--- src/rtl/layer_output_collector.sv ---
// layer_output_collector: captures one activation per neuron into a capture
// bank, then streams the completed vector word by word from a send bank so
// that capture of the next vector overlaps streaming of the current one.
// Optional feature macro: LAYER_ARGMAX_EN (running argmax over each streamed
// vector, reported alongside layer_done).

// One capture slot: holds a neuron's activation until the bank is transferred.
module layer_output_collector_slot #(
    parameter int ROM_WIDTH = 8
) (
    input  logic                 clk,
    input  logic                 rst,
    input  logic                 valid,
    input  logic [ROM_WIDTH-1:0] din,
    input  logic                 xfer,
    output logic [ROM_WIDTH-1:0] cap,
    output logic                 flag,
    output logic                 drop
);
    // A second pulse before transfer is lost; a pulse on the transfer edge
    // belongs to the next vector.
    assign drop = valid && flag && !xfer;

    // Capture on first pulse (or on a transfer edge); flag clears on transfer.
    always_ff @(posedge clk or posedge rst) begin
        if (rst) begin
            cap  <= '0;
            flag <= 1'b0;
        end else if (valid && (!flag || xfer)) begin
            cap  <= din;
            flag <= 1'b1;
        end else if (xfer) begin
            flag <= 1'b0;
        end
    end
endmodule

module layer_output_collector #(
    parameter int NUM_NEURONS = 30,
    parameter int ROM_WIDTH   = 8,
    parameter int DATA_WIDTH  = 16,
    parameter int OUT_SHIFT   = 0,
    parameter int IDX_WIDTH   = $clog2(NUM_NEURONS)
) (
    input  logic                             clk,
    input  logic                             rst,
    input  logic [NUM_NEURONS*ROM_WIDTH-1:0] neuron_out,
    input  logic [NUM_NEURONS-1:0]           neuron_valid,
    output logic [DATA_WIDTH-1:0]            out_data,
    output logic                             out_valid,
    input  logic                             out_ready,
    output logic [IDX_WIDTH-1:0]             out_idx,
    output logic                             out_last,
    output logic                             layer_done,
    output logic                             overflow,
    output logic [IDX_WIDTH-1:0]             max_idx,
    output logic                             max_valid
);
    localparam logic [IDX_WIDTH-1:0] LAST_IDX = IDX_WIDTH'(NUM_NEURONS - 1);

    typedef enum logic {IDLE, SEND} state_t;

    state_t state, state_nxt;
    logic [NUM_NEURONS-1:0][ROM_WIDTH-1:0] cap, snd;
    logic [NUM_NEURONS-1:0]                flag, drop;
    logic [IDX_WIDTH-1:0]                  idx, idx_nxt;
    logic                                  full, xfer, accept, is_last;
    logic [DATA_WIDTH-1:0]                 word;

    genvar g;
    generate
        for (g = 0; g < NUM_NEURONS; g++) begin : g_slot
            layer_output_collector_slot #(.ROM_WIDTH(ROM_WIDTH)) u_slot (
                .clk   (clk),
                .rst   (rst),
                .valid (neuron_valid[g]),
                .din   (neuron_out[g*ROM_WIDTH +: ROM_WIDTH]),
                .xfer  (xfer),
                .cap   (cap[g]),
                .flag  (flag[g]),
                .drop  (drop[g])
            );
        end
    endgenerate

    assign full      = &flag;
    assign out_valid = (state == SEND);
    assign accept    = out_valid && out_ready;
    assign is_last   = (idx == LAST_IDX);
    assign word      = DATA_WIDTH'(snd[idx]) << OUT_SHIFT;
    assign out_data  = out_valid ? word : '0;
    assign out_idx   = idx;
    assign out_last  = out_valid && is_last;

    // Next state: start a vector from IDLE when full, or chain straight into
    // the next vector when the last word is accepted and the bank is full.
    always_comb begin
        state_nxt = state;
        idx_nxt   = idx;
        xfer      = 1'b0;
        case (state)
            IDLE: begin
                if (full) begin
                    xfer      = 1'b1;
                    idx_nxt   = '0;
                    state_nxt = SEND;
                end
            end
            SEND: begin
                if (accept) begin
                    if (is_last) begin
                        idx_nxt = '0;
                        if (full) xfer = 1'b1;
                        else      state_nxt = IDLE;
                    end else begin
                        idx_nxt = idx + 1'b1;
                    end
                end
            end
            default: state_nxt = IDLE;
        endcase
    end

    // State, index, send bank and status flags.
    always_ff @(posedge clk or posedge rst) begin
        if (rst) begin
            state      <= IDLE;
            idx        <= '0;
            snd        <= '0;
            layer_done <= 1'b0;
            overflow   <= 1'b0;
        end else begin
            state      <= state_nxt;
            idx        <= idx_nxt;
            layer_done <= accept && is_last;
            overflow   <= overflow | (|drop);
            if (xfer) snd <= cap;
        end
    end

`ifdef LAYER_ARGMAX_EN
    logic [ROM_WIDTH-1:0] run_max;
    logic [IDX_WIDTH-1:0] run_idx;

    // Running argmax over accepted words; word 0 reloads, strict > keeps the
    // lowest index on ties. Holds through the layer_done cycle.
    always_ff @(posedge clk or posedge rst) begin
        if (rst) begin
            run_max <= '0;
            run_idx <= '0;
        end else if (accept && ((idx == '0) || (snd[idx] > run_max))) begin
            run_max <= snd[idx];
            run_idx <= idx;
        end
    end

    assign max_valid = layer_done;
    assign max_idx   = layer_done ? run_idx : '0;
`else
    assign max_valid = 1'b0;
    assign max_idx   = '0;
`endif
endmodule

--- config.mk ---
export PLATFORM = sky130hd
export DESIGN_NAME = layer_output_collector
export DESIGN_NICKNAME = d
export VERILOG_FILES = /design/src/rtl/layer_output_collector.sv
export SDC_FILE = /design/constraint.sdc
export NUM_CORES = 1
export LEC_CHECK = 0
export BUFFER_PORTS_ARGS = -buffer_cell sky130_fd_sc_hd__buf_2
export CAP_MARGIN = 20
export CORE_UTILIZATION = 35
export DETAILED_ROUTE_END_ITERATION = 7
export GPL_TIMING_DRIVEN = 0
export PLACE_DENSITY = 0.64
export SYNTH_ARGS = -nofsm -noshare
export SYNTH_HDL_FRONTEND = slang
export SYNTH_SLANG_ARGS = --single-unit
--- constraint.sdc ---
create_clock -name clk -period 21.3 [get_ports clk]
set_input_delay 2.13 -clock clk [delete_from_list [all_inputs] [get_ports clk]]
set_output_delay 2.13 -clock clk [all_outputs]
set_load 0.02 [all_outputs]
==> results.txt, run 1 <==
- TritonCTS created 57 clock buffers.
- Launching instance or port of the critical path: out_idx[0]
- Dividing the detail-routed via count by the number of cells gives 4.89.
- Final critical path time including I/O delays and setup: 5.97 ns
- In this run the most critical hold path is launched from g_slot[11].u_slot.cap[6].
- Most used flip-flop cell after synthesis: sky130_fd_sc_hd__dfrtp_1
- In this run the remaining antenna-violating nets after routing total 0.
- Slew at the pin closest to its max-slew limit: 1.01 ns
* Tightest slew margin relative to the limit: around a third
* Area Overhead vs Synth: 20.5%
- The flow ran to the end, and the final reports show no timing, DRC or antenna violations.
- Total of warnings raised by yosys: 0
- Setup repair after global routing left no endpoint under its margin.
- The min-delay analysis places its worst path in the category flip-flop to flip-flop.
* Full die area: 65,700 um^2
* Post-layout nets: 2,521
- In this run, post-CTS hold repair placed 0 buffers.
- Along the worst path, the maximum fanout reaches 10.
- After filler insertion, the fill cell instance count of the layout stands at 5,941.
* Clk buf depth: 3
* Compound-gate portion of the synthesized area: between 4 and 5%
* Post-synth EDFFs: 0
- By area, the combinational part of the netlist is dominated by multiplexers.
* Kind of start point of the critical path: flip-flop
* First-pass GRT wire length: 103 mm
- Utilization after layout: a little over two fifths
* Post-synthesis simple-gate area fraction: 13.6%
- First-pass DRT Iterations: 5
- In this run the static leakage power is 14.6 nW.
* Final Instance Area: 27,300 um^2
* Count of state elements after synthesis: a little over 500
- In the final routed layout, each cell accounts on average for 21.8 um.
* Area of the placeable core: 63,400 um^2
- In this run the critical register-to-register path is launched from out_idx[1].
- Overall fraction of global-route tracks in use: 21.0%
- The commonest cells after synthesis are 763 x sky130_fd_sc_hd__nand2_1, 518 x sky130_fd_sc_hd__dfrtp_1, 184 x sky130_fd_sc_hd__mux2_4.
- Total of buffers placed on input and output ports: around 290
* Initial antenna violation count: 19
- Most common cell in the netlist: sky130_fd_sc_hd__nand2_1
- DRC: 0
- Top cell by count, worst path: sky130_fd_sc_hd__buf_2
- Entering global routing, the biggest net connects 131 pins.
- Aggregate routed wire length: 68.6 mm
* Critical path, cell by cell: clkbuf_1, buf_4, buf_2, buf_2, mux2i_1, o21ai_0, a311oi_1, nor3_1, buf_2
- Max cap viols: 0
- Worst reg-to-reg path cell count: 12
- In the final timing run, aggregate negative setup slack is 0 ns.
* Max Freq: 168 MHz
- Of the available clock period, the critical path in the final layout requires 28.0%.
- Post-synth top area cell: sky130_fd_sc_hd__dfrtp_1
- Areal power density over the cells: 86.7 nW/um^2
- Detailed-route via count: 15.4k
- The setup path with the least slack is of type flip-flop to output pin.
- WP data required: about 19 ns
- Final setup vio count: 0
* Layout Cells excl Fill: ~3.1k
- In the detailed route, the total length drawn on met2 is approximately 32 mm.
- Number of distinct library cells after synthesis: 44
* H-tree lvl count: 2
- Number of cells produced by synthesis: 1,881
* Post-synthesis xor/xnor area fraction: less than 1%
- Routed met3 length: between 4 and 5 mm
* Post-synth top area share: a little under three fifths
- The post-route netlist has 34.1% of its cells at a drive strength greater than 1.
- Of the total synthesized cell area, the portion taken by full adders, half adders and majority gates is 0.111%.
* Mux cell area share after synthesis: between 20% and 30%
* Starting utilization of the core area: 35.7%
* Rows: roughly 90
- Worst endpoint data arrival time: 3.84 ns
- After synthesis, the cell types taking the most area are sky130_fd_sc_hd__dfrtp_1 57%, sky130_fd_sc_hd__nand2_1 13%, sky130_fd_sc_hd__mux2_4 12%.
* Max-slew violation count: 0
- Netlist area before placement: 22,600 um^2
- VDD sags by at most roughly 0.055 mV.
- Routability-driven placement finished with a final weighted congestion of 0.882.
- Remaining global-route overflow: 0
- The hold violation count in the final report came to 0.
- CTS-repair resized insts: 0
- For this block, the initial DRC count from the detailed router was roughly 1.3k.
- Dpl cells: 3,033
- In the synthesized netlist the async set-or-reset flop fraction comes to 100%.
- The tree is rooted in a sky130_fd_sc_hd__clkbuf_16.
- In this run the vertical extent of the chip is 256 um.
- Worst-path cell with the longest stage delay: sky130_fd_sc_hd__a311oi_1
- Number of sinks on the clock net: 518
* Top routing layer in use: met5
* Post-CTS setup buffers: 0
- In the final routing, the length of wire on met1 measures 29.2 mm.
* Tot Pwr: about 2.4 mW
- Summed over all nets, the half-perimeter wirelength after detailed placement is just over 50 mm.
- After synthesis, the mean cell area works out to 12.0 um^2.
- For the worst-skew pair, the clock arrives at the later sink with an insertion delay of 0.62 ns.
- Worst-case clock skew: 0.0159 ns
- CTS tree: done
- The die is 256 um wide.
- Number of global-route vias before repair: 16.4k
* Number of I/O pins: 304
- Counting instances, the worst hold path has a depth of 2.
- After detailed placement, the total cell area comes to between 20,000 and 30,000 um^2.
* Clock-pin slew on the worst setup and hold paths: around 0.060 ns
* Largest stage delay, worst path: approximately 0.80 ns
- After synthesis, flip-flops and latches occupy between 50% and 60% of the total area.
- Element type at the critical path end: output pin
## metrics by stage
stage	setup slack [ns]	hold WS, ns
finish	15.33	0.460
global placement	-0.354	0.446
floorplan	4.70	0.433
global route	15.15	0.478
CTS	15.37	0.464
detailed placement	16.03	0.447
## placed cells by master, fill, tap and decap left out, types with 3 or more instances in the layout
cell / instances
sky130_fd_sc_hd__clkinv_2: 8
sky130_fd_sc_hd__o22ai_1: 7
sky130_fd_sc_hd__nor3_1: 8
sky130_fd_sc_hd__buf_2: 305
sky130_fd_sc_hd__bufinv_16: 5
sky130_fd_sc_hd__nand4_1: 9
sky130_fd_sc_hd__clkinvlp_4: 5
sky130_fd_sc_hd__a22oi_1: 13
sky130_fd_sc_hd__clkbuf_16: 59
sky130_fd_sc_hd__dfrtp_1: 518
sky130_fd_sc_hd__o21ai_0: 14
sky130_fd_sc_hd__o21ai_2: 6
sky130_fd_sc_hd__a21o_1: 30
sky130_fd_sc_hd__nand2_1: 763
sky130_fd_sc_hd__mux4_2: 56
sky130_fd_sc_hd__inv_1: 33
sky130_fd_sc_hd__nand3_1: 7
sky130_fd_sc_hd__a311oi_1: 7
sky130_fd_sc_hd__a31o_2: 7
sky130_fd_sc_hd__mux2_2: 56
sky130_fd_sc_hd__mux2_4: 184
sky130_fd_sc_hd__diode_2: 6
sky130_fd_sc_hd__clkbuf_8: 12
sky130_fd_sc_hd__buf_4: 36
sky130_fd_sc_hd__o21ai_4: 23
sky130_fd_sc_hd__a21oi_1: 8
sky130_fd_sc_hd__buf_16: 4
sky130_fd_sc_hd__a31oi_1: 4
sky130_fd_sc_hd__nor2_1: 4
sky130_fd_sc_hd__mux2i_1: 8
sky130_fd_sc_hd__clkbuf_1: 49
sky130_fd_sc_hd__clkinv_4: 3
sky130_fd_sc_hd__conb_1: 14
## metal layers
layer	vias to the layer above	track usage, %
li1	6998	-
met1	7756	26.9
met2	457	33.9
met3	126	5.65
met4	26	7.65
met5	-	0
## cell type report
cell class | instances | area, um^2 | area share, %
multi-input cells | 1244 | 9010 | 33.1
repair buffers | 293 | 1560 | 5.71
inverters | 35 | 139 | 0.510
plain buffers | 97 | 567 | 2.08
clock inverters | 22 | 263 | 0.964
well taps | 846 | 1060 | 3.88
clock buffers | 81 | 1680 | 6.16
diodes | 6 | 15.0 | 0.0551
flip-flops and latches | 518 | 13000 | 47.6
## sequential cells by signal, summed over array words and instances, names as in the netlist
register and cells:
g_slot.u_slot.flag 30, out_valid 1, overflow 1, layer_done 1, g_slot.u_slot.cap 240, snd 240, out_idx 5
## kinds of logic (layout without fill, tap and decap cells)
logic type,after synthesis,count (layout)
XOR/XNOR,1,1
adder cells (fa/ha/maj),2,2
other,1,20
flip-flops,518,518
multiplexers,304,304
AO/OA/AOI/OAI,126,126
AND/OR/NAND/NOR,797,797
buffers and inverters,132,528
## path summary, 6_finish.rpt
kind	end	slack (ns)
worst max-delay path	out_data[4]	15.33
worst min-delay path	snd[94]	0.46
worst max register to register	snd[155]	17.75
worst min register to register	snd[94]	0.46
max in group asynchronous	snd[35]	18.13
min in group asynchronous	g_slot[24].u_slot.cap[0]	1.56
## worst max-delay path, delay by kind of cell (launching register included)
family                 cells  cell delay, ns
buffers and inverters      5            1.53
and+or+nand+nor            1            0.15
AOI/OAI and AO/OA          2            0.89
muxes                      1            0.23
DFF                        1            0.42
## power breakdown
group | internal, mW | switching, mW | leakage [nW]
combinational | 0.117 | 0.164 | 6.78
clock | 0.607 | 0.413 | 0.945
sequential | 1.03 | 0.0319 | 6.84
total | 1.75 | 0.609 | 14.6
No activity file was read; power rests on OpenSTA's default activity.
==> inputs of run 2 (changes only) <==
==> constraint.sdc (replaced) <==
create_clock -name clk -period 5.7 [get_ports clk]
set_input_delay 0.57 -clock clk [delete_from_list [all_inputs] [get_ports clk]]
set_output_delay 0.57 -clock clk [all_outputs]
set_load 0.02 [all_outputs]
==> results.txt, run 2 (synthesized netlist as in run 1, its figures left out) <==
- Area Overhead vs Synth: 21.6%
* Clock-pin slew on the worst setup and hold paths: 0.06 ns (about the same)
- Aggregate routed wire length: 68.3 mm (-0.49%)
- The per-cell via count in the routed design is 4.85 (-0.73%).
* Overall fraction of global-route tracks in use: 21.0% (+0.056 points)
- The flow ran to the end, and the final reports show no timing, DRC or antenna violations.
* Worst-case setup slack after placement: 2.02 ns (-14.01 ns)
- Die Wd: 256 um (unchanged)
- The headroom to the max-slew limit is 41.6% (+9.3 points).
- Post-layout nets: 2,531 (+0.40%)
- Worst reg-to-reg path cell count: 12 (unchanged)
- Final critical path time including I/O delays and setup: 4.37 ns
- The worst-case vdd ir drop came to 0.193 mV (+250%).
- The clock buffer count from CTS was 57 (unchanged).
* Max Freq: between 200 and 250 MHz
* Avg WL per Cell: 21.6 um (-0.96%)
* Fraction of layout cells with a size suffix above 1: 34.4% (+0.39 points)
- Remaining global-route overflow: 0 (unchanged)
- Multi-input combinational cell area: 9010 um^2 (unchanged)
- First-pass DRT Iterations: 5 (unchanged)
* CTS Root Buffer Type: sky130_fd_sc_hd__clkbuf_16
- The final-layout setup total negative slack came to 0 ns (unchanged).
- The height of the chip is 256 um (unchanged).
* Dpl cells: 3,042 (+0.30%)
* Launching instance or port of the critical path: out_idx[0]
- Pin count of the biggest net entering global routing: 45 (-66%)
* Setup slack of the critical path after layout: 1.33 ns (-14.00 ns)
* Starting utilization of the core area: 35.7% (unchanged)
* Post-detail-place hpwl: 51.6 mm (+0.44%)
- First-pass GRT wire length: 103 mm (+0.13%)
- The worst register-to-register path ends at snd[155].
- CTS tree: done
- Max-slew violation count: 0 (unchanged)
- Antenna Nets Post-Route: 0 (unchanged)
- The worst hold path belongs to the class primary input to flip-flop.
- The post-detailed-route DRC marker count was 0 (unchanged).
* Kind of start point of the critical path: flip-flop
* Number of global-route vias before repair: 16.3k (-0.44%)
- The I/O pin count came to 304 (unchanged).
- Routability congestion estimate: 0.894 (+1.3%)
- Commonest non-fill, non-tap cell in the layout: sky130_fd_sc_hd__nand2_1
* Areal power density over the cells: 327 nW/um^2 (+280%)
- STA classifies the critical path endpoint as an output pin.
* Total of buffers placed on input and output ports: 289 (unchanged)
* Number of DRC markers in iteration 0: 1,090 (-14%)
- The data arrival time of the worst path came to 3.80 ns (-0.04 ns).
* Filler cells: 5,904 (-0.62%)
- The post-route clock skew came to 0.0237 ns (+0.00773 ns).
- Setup repair after global routing missed its margin: no
- The number of gates given a new drive strength after cts is 0 (unchanged).
* Area of the placeable core: 63,400 um^2 (unchanged)
- Leakage: 14.7 nW (+0.99%)
- The initial antenna violation count is 19 (unchanged).
- Clock insertion delay at the later pin of the skew report: 0.62 ns (about the same)
- The critical path is of the flip-flop to output pin type.
* Detailed-route via count: 15.3k (-0.26%)
- Critical Path Fanout Max: 10 (unchanged)
* Utilization after layout: 43.4% (+0.41 points)
* H-tree lvl count: 2 (unchanged)
- Number of sinks on the clock net: 518 (unchanged)
- Full die area: 65,700 um^2 (unchanged)
* R2r setup slk: 2.07 ns (-15.68 ns)
- Following the worst setup path forward leads to its endpoint at out_data[6].
- Slew at the pin closest to its max-slew limit: 0.870 ns (-0.139 ns)
* Hold Fails Final Rpt: 0 (unchanged)
- In the layout the commonest cells are 763 x sky130_fd_sc_hd__nand2_1, 518 x sky130_fd_sc_hd__dfrtp_1, 305 x sky130_fd_sc_hd__buf_2, 184 x sky130_fd_sc_hd__mux2_4, 59 x sky130_fd_sc_hd__clkbuf_16.
- The maximum count of clock buffers along a single path came to 3 (unchanged).
* Post-route fraction of the period consumed by the critical path: 76.6%
- Rows: 92 (unchanged)
- The max-capacitance violation count was 0 (unchanged).
- The overall power after layout was 9.00 mW (+280%).
- The non-filler instance count after layout was 3,157 (+0.48%).
- The final setup violation count is 0 (unchanged).
- WP data required: 5.13 ns (-14.04 ns)
- Register Area: 13,000 um^2 (unchanged)
- In this run the critical register-to-register path is launched from out_idx[1].
- The largest registers in the layout are g_slot.u_slot.cap: 240 flops, snd: 240 flops, g_slot.u_slot.flag: 30 flops.
run 2: cell types whose count changed in the layout (fill, tap and decap cells not counted), moves of 2 or more:
cell and change:
sky130_fd_sc_hd__buf_12 +13, sky130_fd_sc_hd__clkinvlp_4 -4, sky130_fd_sc_hd__clkinv_4 -2, sky130_fd_sc_hd__clkbuf_8 +8, sky130_fd_sc_hd__clkinv_2 +2, sky130_fd_sc_hd__buf_16 -4
run 2: power breakdown:
part           total, mW  internal [mW]  switching [mW]
Clock               3.96           2.42            1.54
Combinational       1.06          0.447           0.618
Sequential          3.97           3.85           0.122
run 2: how the worst min path moves through the flow:
stage,start,endpoint,slack [ns],cells after the start
final,neuron_valid[11],g_slot[11].u_slot.flag,0.17,2
after global placement,g_slot[26].u_slot.cap[5],snd[213],0.45,2
after global routing,neuron_out[125],g_slot[15].u_slot.cap[5],0.16,2
after CTS,neuron_valid[11],g_slot[11].u_slot.flag,0.13,2
after detailed placement,g_slot[11].u_slot.cap[0],snd[88],0.45,2
after floorplan,g_slot[12].u_slot.cap[4],snd[100],0.43,2
run 2: per-layer routing:
metal | GRT usage (%) | wire [um] | vias to the layer above
met4 | 7.60 | 2200 | 24
met3 | 5.91 | 5240 | 133
li1 | - | - | 7002
met1 | 27.7 | 29300 | 7680
met5 | 0 | 159 | -
met2 | 33.0 | 31300 | 484
run 2: worst max-delay path, stage by stage (launching register included):
cell	delay, ns
sky130_fd_sc_hd__dfrtp_1	0.43
sky130_fd_sc_hd__clkbuf_1	0.17
sky130_fd_sc_hd__buf_4	0.30
sky130_fd_sc_hd__buf_2	0.46
sky130_fd_sc_hd__buf_2	0.38
sky130_fd_sc_hd__mux2i_1	0.26
sky130_fd_sc_hd__o21ai_0	0.10
sky130_fd_sc_hd__a311oi_1	0.70
sky130_fd_sc_hd__nor3_1	0.13
sky130_fd_sc_hd__buf_2	0.22
run 2: through the flow:
step,hold WS [ns],cell area (um^2)
after floorplan,0.433,22700
after global placement,0.447,25200
after detailed placement,0.450,25400
after CTS,0.130,27500
after global routing,0.158,27500
final,0.169,27500
run 2: cell type report:
| cell class | count | area share [%] |
|---|---|---|
| Clock buffer | 89 | 6.50 |
| Buffer | 97 | 2.06 |
| Tap cell | 846 | 3.85 |
| Multi-Input combinational cell | 1244 | 32.8 |
| Inverter | 35 | 0.491 |
| Clock inverter | 19 | 0.932 |
| Sequential cell | 518 | 47.1 |
| Timing Repair Buffer | 303 | 6.24 |
| Antenna cell | 6 | 0.0546 |
run 2: repair_timing:
action	in CTS	in global routing
buffers inserted	0	0
hold buffers	1	0
endpoints found under the hold margin	20	0
==> inputs of run 3 (changes only) <==
--- a/config.mk
+++ b/config.mk
@@ -10,7 +10,7 @@
 export CORE_UTILIZATION = 35
 export DETAILED_ROUTE_END_ITERATION = 7
 export GPL_TIMING_DRIVEN = 0
-export PLACE_DENSITY = 0.64
+export PLACE_DENSITY = 0.66
 export SYNTH_ARGS = -nofsm -noshare
 export SYNTH_HDL_FRONTEND = slang
 export SYNTH_SLANG_ARGS = --single-unit
==> constraint.sdc (replaced) <==
create_clock -name clk -period 3.6 [get_ports clk]
set_input_delay 0.36 -clock clk [delete_from_list [all_inputs] [get_ports clk]]
set_output_delay 0.36 -clock clk [all_outputs]
set_load 0.02 [all_outputs]
==> results.txt, run 3 (synthesized netlist as in run 1, its figures left out) <==
- The run finished with clean final reports.
* Launch instance of the worst register-to-register path: out_idx[1]
- Number of sinks on the clock net: 518 (unchanged)
* Commonest cells after routing, fill and taps aside: 763 x sky130_fd_sc_hd__nand2_1, 518 x sky130_fd_sc_hd__dfrtp_1, 297 x sky130_fd_sc_hd__buf_2, 252 x sky130_fd_sc_hd__dlygate4sd3_1, 184 x sky130_fd_sc_hd__mux2_4
- First-pass DRT Iterations: 5 (unchanged)
* Launching instance or port of the critical path: out_idx[0]
* Final critical path time including I/O delays and setup: 3.48 ns
- Area after DPL: 25,500 um^2 (about the same)
* Number of DRC markers in iteration 0: 1,360 (+25%)
- Buf/Inv on CP: 3 (-2)
- The design internal power came to 10.4 mW (+54%).
* P_sw: 3.73 mW (+64%)
- The placed wire-length estimate was 52.3 mm (+1.4%).
- Final setup vio count: 0 (unchanged)
* Leakage: 15.7 nW (+6.8%)
* Detailed-route via count: 16.5k (+7.8%)
- Post-layout nets: 2,782 (+9.9%)
* Via-to-Cell Ratio: 4.86 (about the same)
- The path with the worst hold slack has its endpoint at g_slot[20].u_slot.cap[7].
- Worst reg-to-reg path cell count: 11 (-1)
* Tightest slew margin relative to the limit: 50.7% (+9.0 points)
* Die Wd: 256 um (unchanged)
- The worst hold path begins at neuron_out[167].
- Max cap viols: 0 (unchanged)
- Routability congestion estimate: 0.878 (-1.8%)
- The instance count along the most critical hold path is 2 (unchanged).
- Remaining global-route overflow: 0 (unchanged)
- The library cell used most frequently in the layout, excluding fill and tap cells, is sky130_fd_sc_hd__nand2_1.
- The critical path goes through clkbuf_1, buf_2, mux4_2, a311oi_1, nor3_1, buf_2.
- The tree is rooted in a sky130_fd_sc_hd__clkbuf_16.
* Setup repair after global routing missed its margin: yes
- Largest stage delay, worst path: 0.63 ns (-0.07 ns)
- The part of the total power dissipated in the clock network came to 41.2% (-2.9 points).
- Registers with the highest flip-flop counts: g_slot.u_slot.cap: 240 flops, snd: 240 flops, g_slot.u_slot.flag: 30 flops
- The post-detailed-route DRC marker count came to 0 (unchanged).
- Clock-pin slew on the worst setup and hold paths: 0.07 ns (about the same)
* Post-route fraction of the period consumed by the critical path: 96.5%
- Compared with the post-synthesis result, the final layout area differs by 32.3%.
- Worst-path cell with the longest stage delay: sky130_fd_sc_hd__mux4_2
* Rows: 92 (unchanged)
- Clk buf depth: 3 (unchanged)
* Worst Setup Path Type: flip-flop to output pin
- Final Instance Area: 29,900 um^2 (+8.8%)
* Portion of total power attributed to combinational logic: 14.1% (+2.3 points)
- In this run the critical register-to-register path is captured at snd[1].
- By instance count, the cell type seen most on the critical path is sky130_fd_sc_hd__buf_2.
* Worst endpoint data arrival time: 3.12 ns (-0.68 ns)
* Starting utilization of the core area: 35.7% (unchanged)
- Clock insertion delay at the later pin of the skew report: 0.63 ns (about the same)
- Class of the tightest hold or removal check: primary input to flip-flop
- CTS tree: done
- The standard cell core area came to 63,400 um^2 (unchanged).
- Utilization after layout: 47.2% (+3.8 points)
* Antenna Nets Post-Route: 0 (unchanged)
- IR Drop Worst-Case VDD: 0.402 mV (+110%)
- The I/O pin count was 304 (unchanged).
- Kind of cell adding the most delay to the critical path: buffers and inverters
- Slew at the pin closest to its max-slew limit: 0.740 ns (-0.130 ns)
* Hold Fails Final Rpt: 0 (unchanged)
- Areal power density over the cells: 471 nW/um^2 (+44%)
- Total routed wire length on the met1 layer: 31.0 mm (+5.7%)
- The height of the chip came to 256 um (unchanged).
- The worst setup path is captured at an output pin.
- The number of max-slew violations in the final report was 0 (unchanged).
* Initial antenna violation count: 12 (-7)
- Overall fraction of global-route tracks in use: 22.1% (+1.0 points)
- The routed wire length came to 72.1 mm (+5.6%).
- Worst-case clock skew: 0.0345 ns (+0.0109 ns)
- The number of post-CTS setup repair buffers came to 0 (unchanged).
- The routed length on met3 came to 4.07 mm (-22%).
* Top routing layer in use: met5
- R2r setup slk: 0.38 ns (-1.69 ns)
- Number of global-route vias before repair: 17.9k (+9.8%)
- Power share of the sequential group: 44.7% (+0.6 points)
- For this run, the top clock speed supported by timing is 288 MHz.
- Switch share: 26.5% (+1.1 points)
- Critical Path Fanout Max: 10 (unchanged)
- The ratio of cells with drive above 1 in the final layout was 31.4% (-3.1 points).
- The wire length of the first global-routing pass came to 109 mm (+6.5%).
- The clock buffer count from CTS was 57 (unchanged).
- Avg WL per Cell: 21.2 um (-2.0%)
* Kind of start point of the critical path: flip-flop
- Routed met2 length: 35.1 mm (+12%)
- H-tree lvl count: 2 (unchanged)
* Total of buffers placed on input and output ports: 289 (unchanged)
* Pin count of the biggest net entering global routing: 45 (unchanged)
- WP data required: 3.24 ns (-1.89 ns)
* Full die area: 65,700 um^2 (unchanged)
[run 3: cell count changes in the layout (fill, tap and decap cells not counted), moves of 4 or more]
cell                            before  now
sky130_fd_sc_hd__clkbuf_2            0    5
sky130_fd_sc_hd__dlygate4sd3_1       1  252
sky130_fd_sc_hd__o22ai_2             0    6
sky130_fd_sc_hd__buf_2             305  297
sky130_fd_sc_hd__clkbuf_8           20   12
sky130_fd_sc_hd__o22ai_1             7    1
sky130_fd_sc_hd__bufinv_16           6    2
[run 3: metrics by stage]
| step | hold slack [ns] | power, mW | setup TNS (ns) | cells | setup WS (ns) |
|---|---|---|---|---|---|
| after floorplan | 0.433 | 7.31 | -1966.46 | 1894 | -3.80 |
| after global placement | 0.444 | 8.06 | -3328.09 | 3029 | -6.47 |
| after detailed placement | 0.451 | 8.11 | -1.88 | 3043 | -0.0750 |
| after CTS | 0.000643 | 14.2 | 0 | 3399 | 0.00153 |
| after global routing | 0.00324 | 14.6 | -0.00138 | 3402 | -0.00138 |
| final | 0.0311 | 14.1 | 0 | 3402 | 0.124 |
[run 3: area by class of cell]
type,count,area [um^2]
plain buffers,96,604
flip-flops and latches,518,13000
multi-input cells,1244,9060
repair buffers,555,4250
well taps,846,1060
diodes,3,7.51
inverters,35,135
clock inverters,21,194
fillers,5601,33500
clock buffers,84,1670
[run 3: metal layers]
layer	track usage, %	up-vias
li1	-	7522
met1	29.2	8350
met2	37.1	505
met3	4.02	127
met4	5.84	18
met5	0	-
[run 3: power by group through the flow]
stage / Sequential [mW] / Clock (mW) / Combinational [mW]
after floorplan: 6.33 / 0 / 0.977
after global placement: 6.39 / 0 / 1.67
after detailed placement: 6.39 / 0 / 1.73
after CTS: 6.29 / 5.93 / 1.98
after global routing: 6.33 / 6.14 / 2.11
final: 6.30 / 5.81 / 1.99
[run 3: how the worst max path moves through the flow]
stage                                           to  slack, ns  depth (start not counted)
after floorplan            g_slot[0].u_slot.cap[0]      -3.80                          1
after global placement    g_slot[14].u_slot.cap[1]      -6.47                          2
after detailed placement                  snd[172]      -0.08                         12
after CTS                              out_data[6]      0.002                          7
after global routing                   out_data[3]     -0.001                          9
final                                  out_data[3]       0.12                          6
[run 3: timing repair]
item,in CTS,in global routing
setup endpoints to repair,56,18
hold endpoints to repair,318,1
hold buffers,251,1
gates resized for setup,19,6
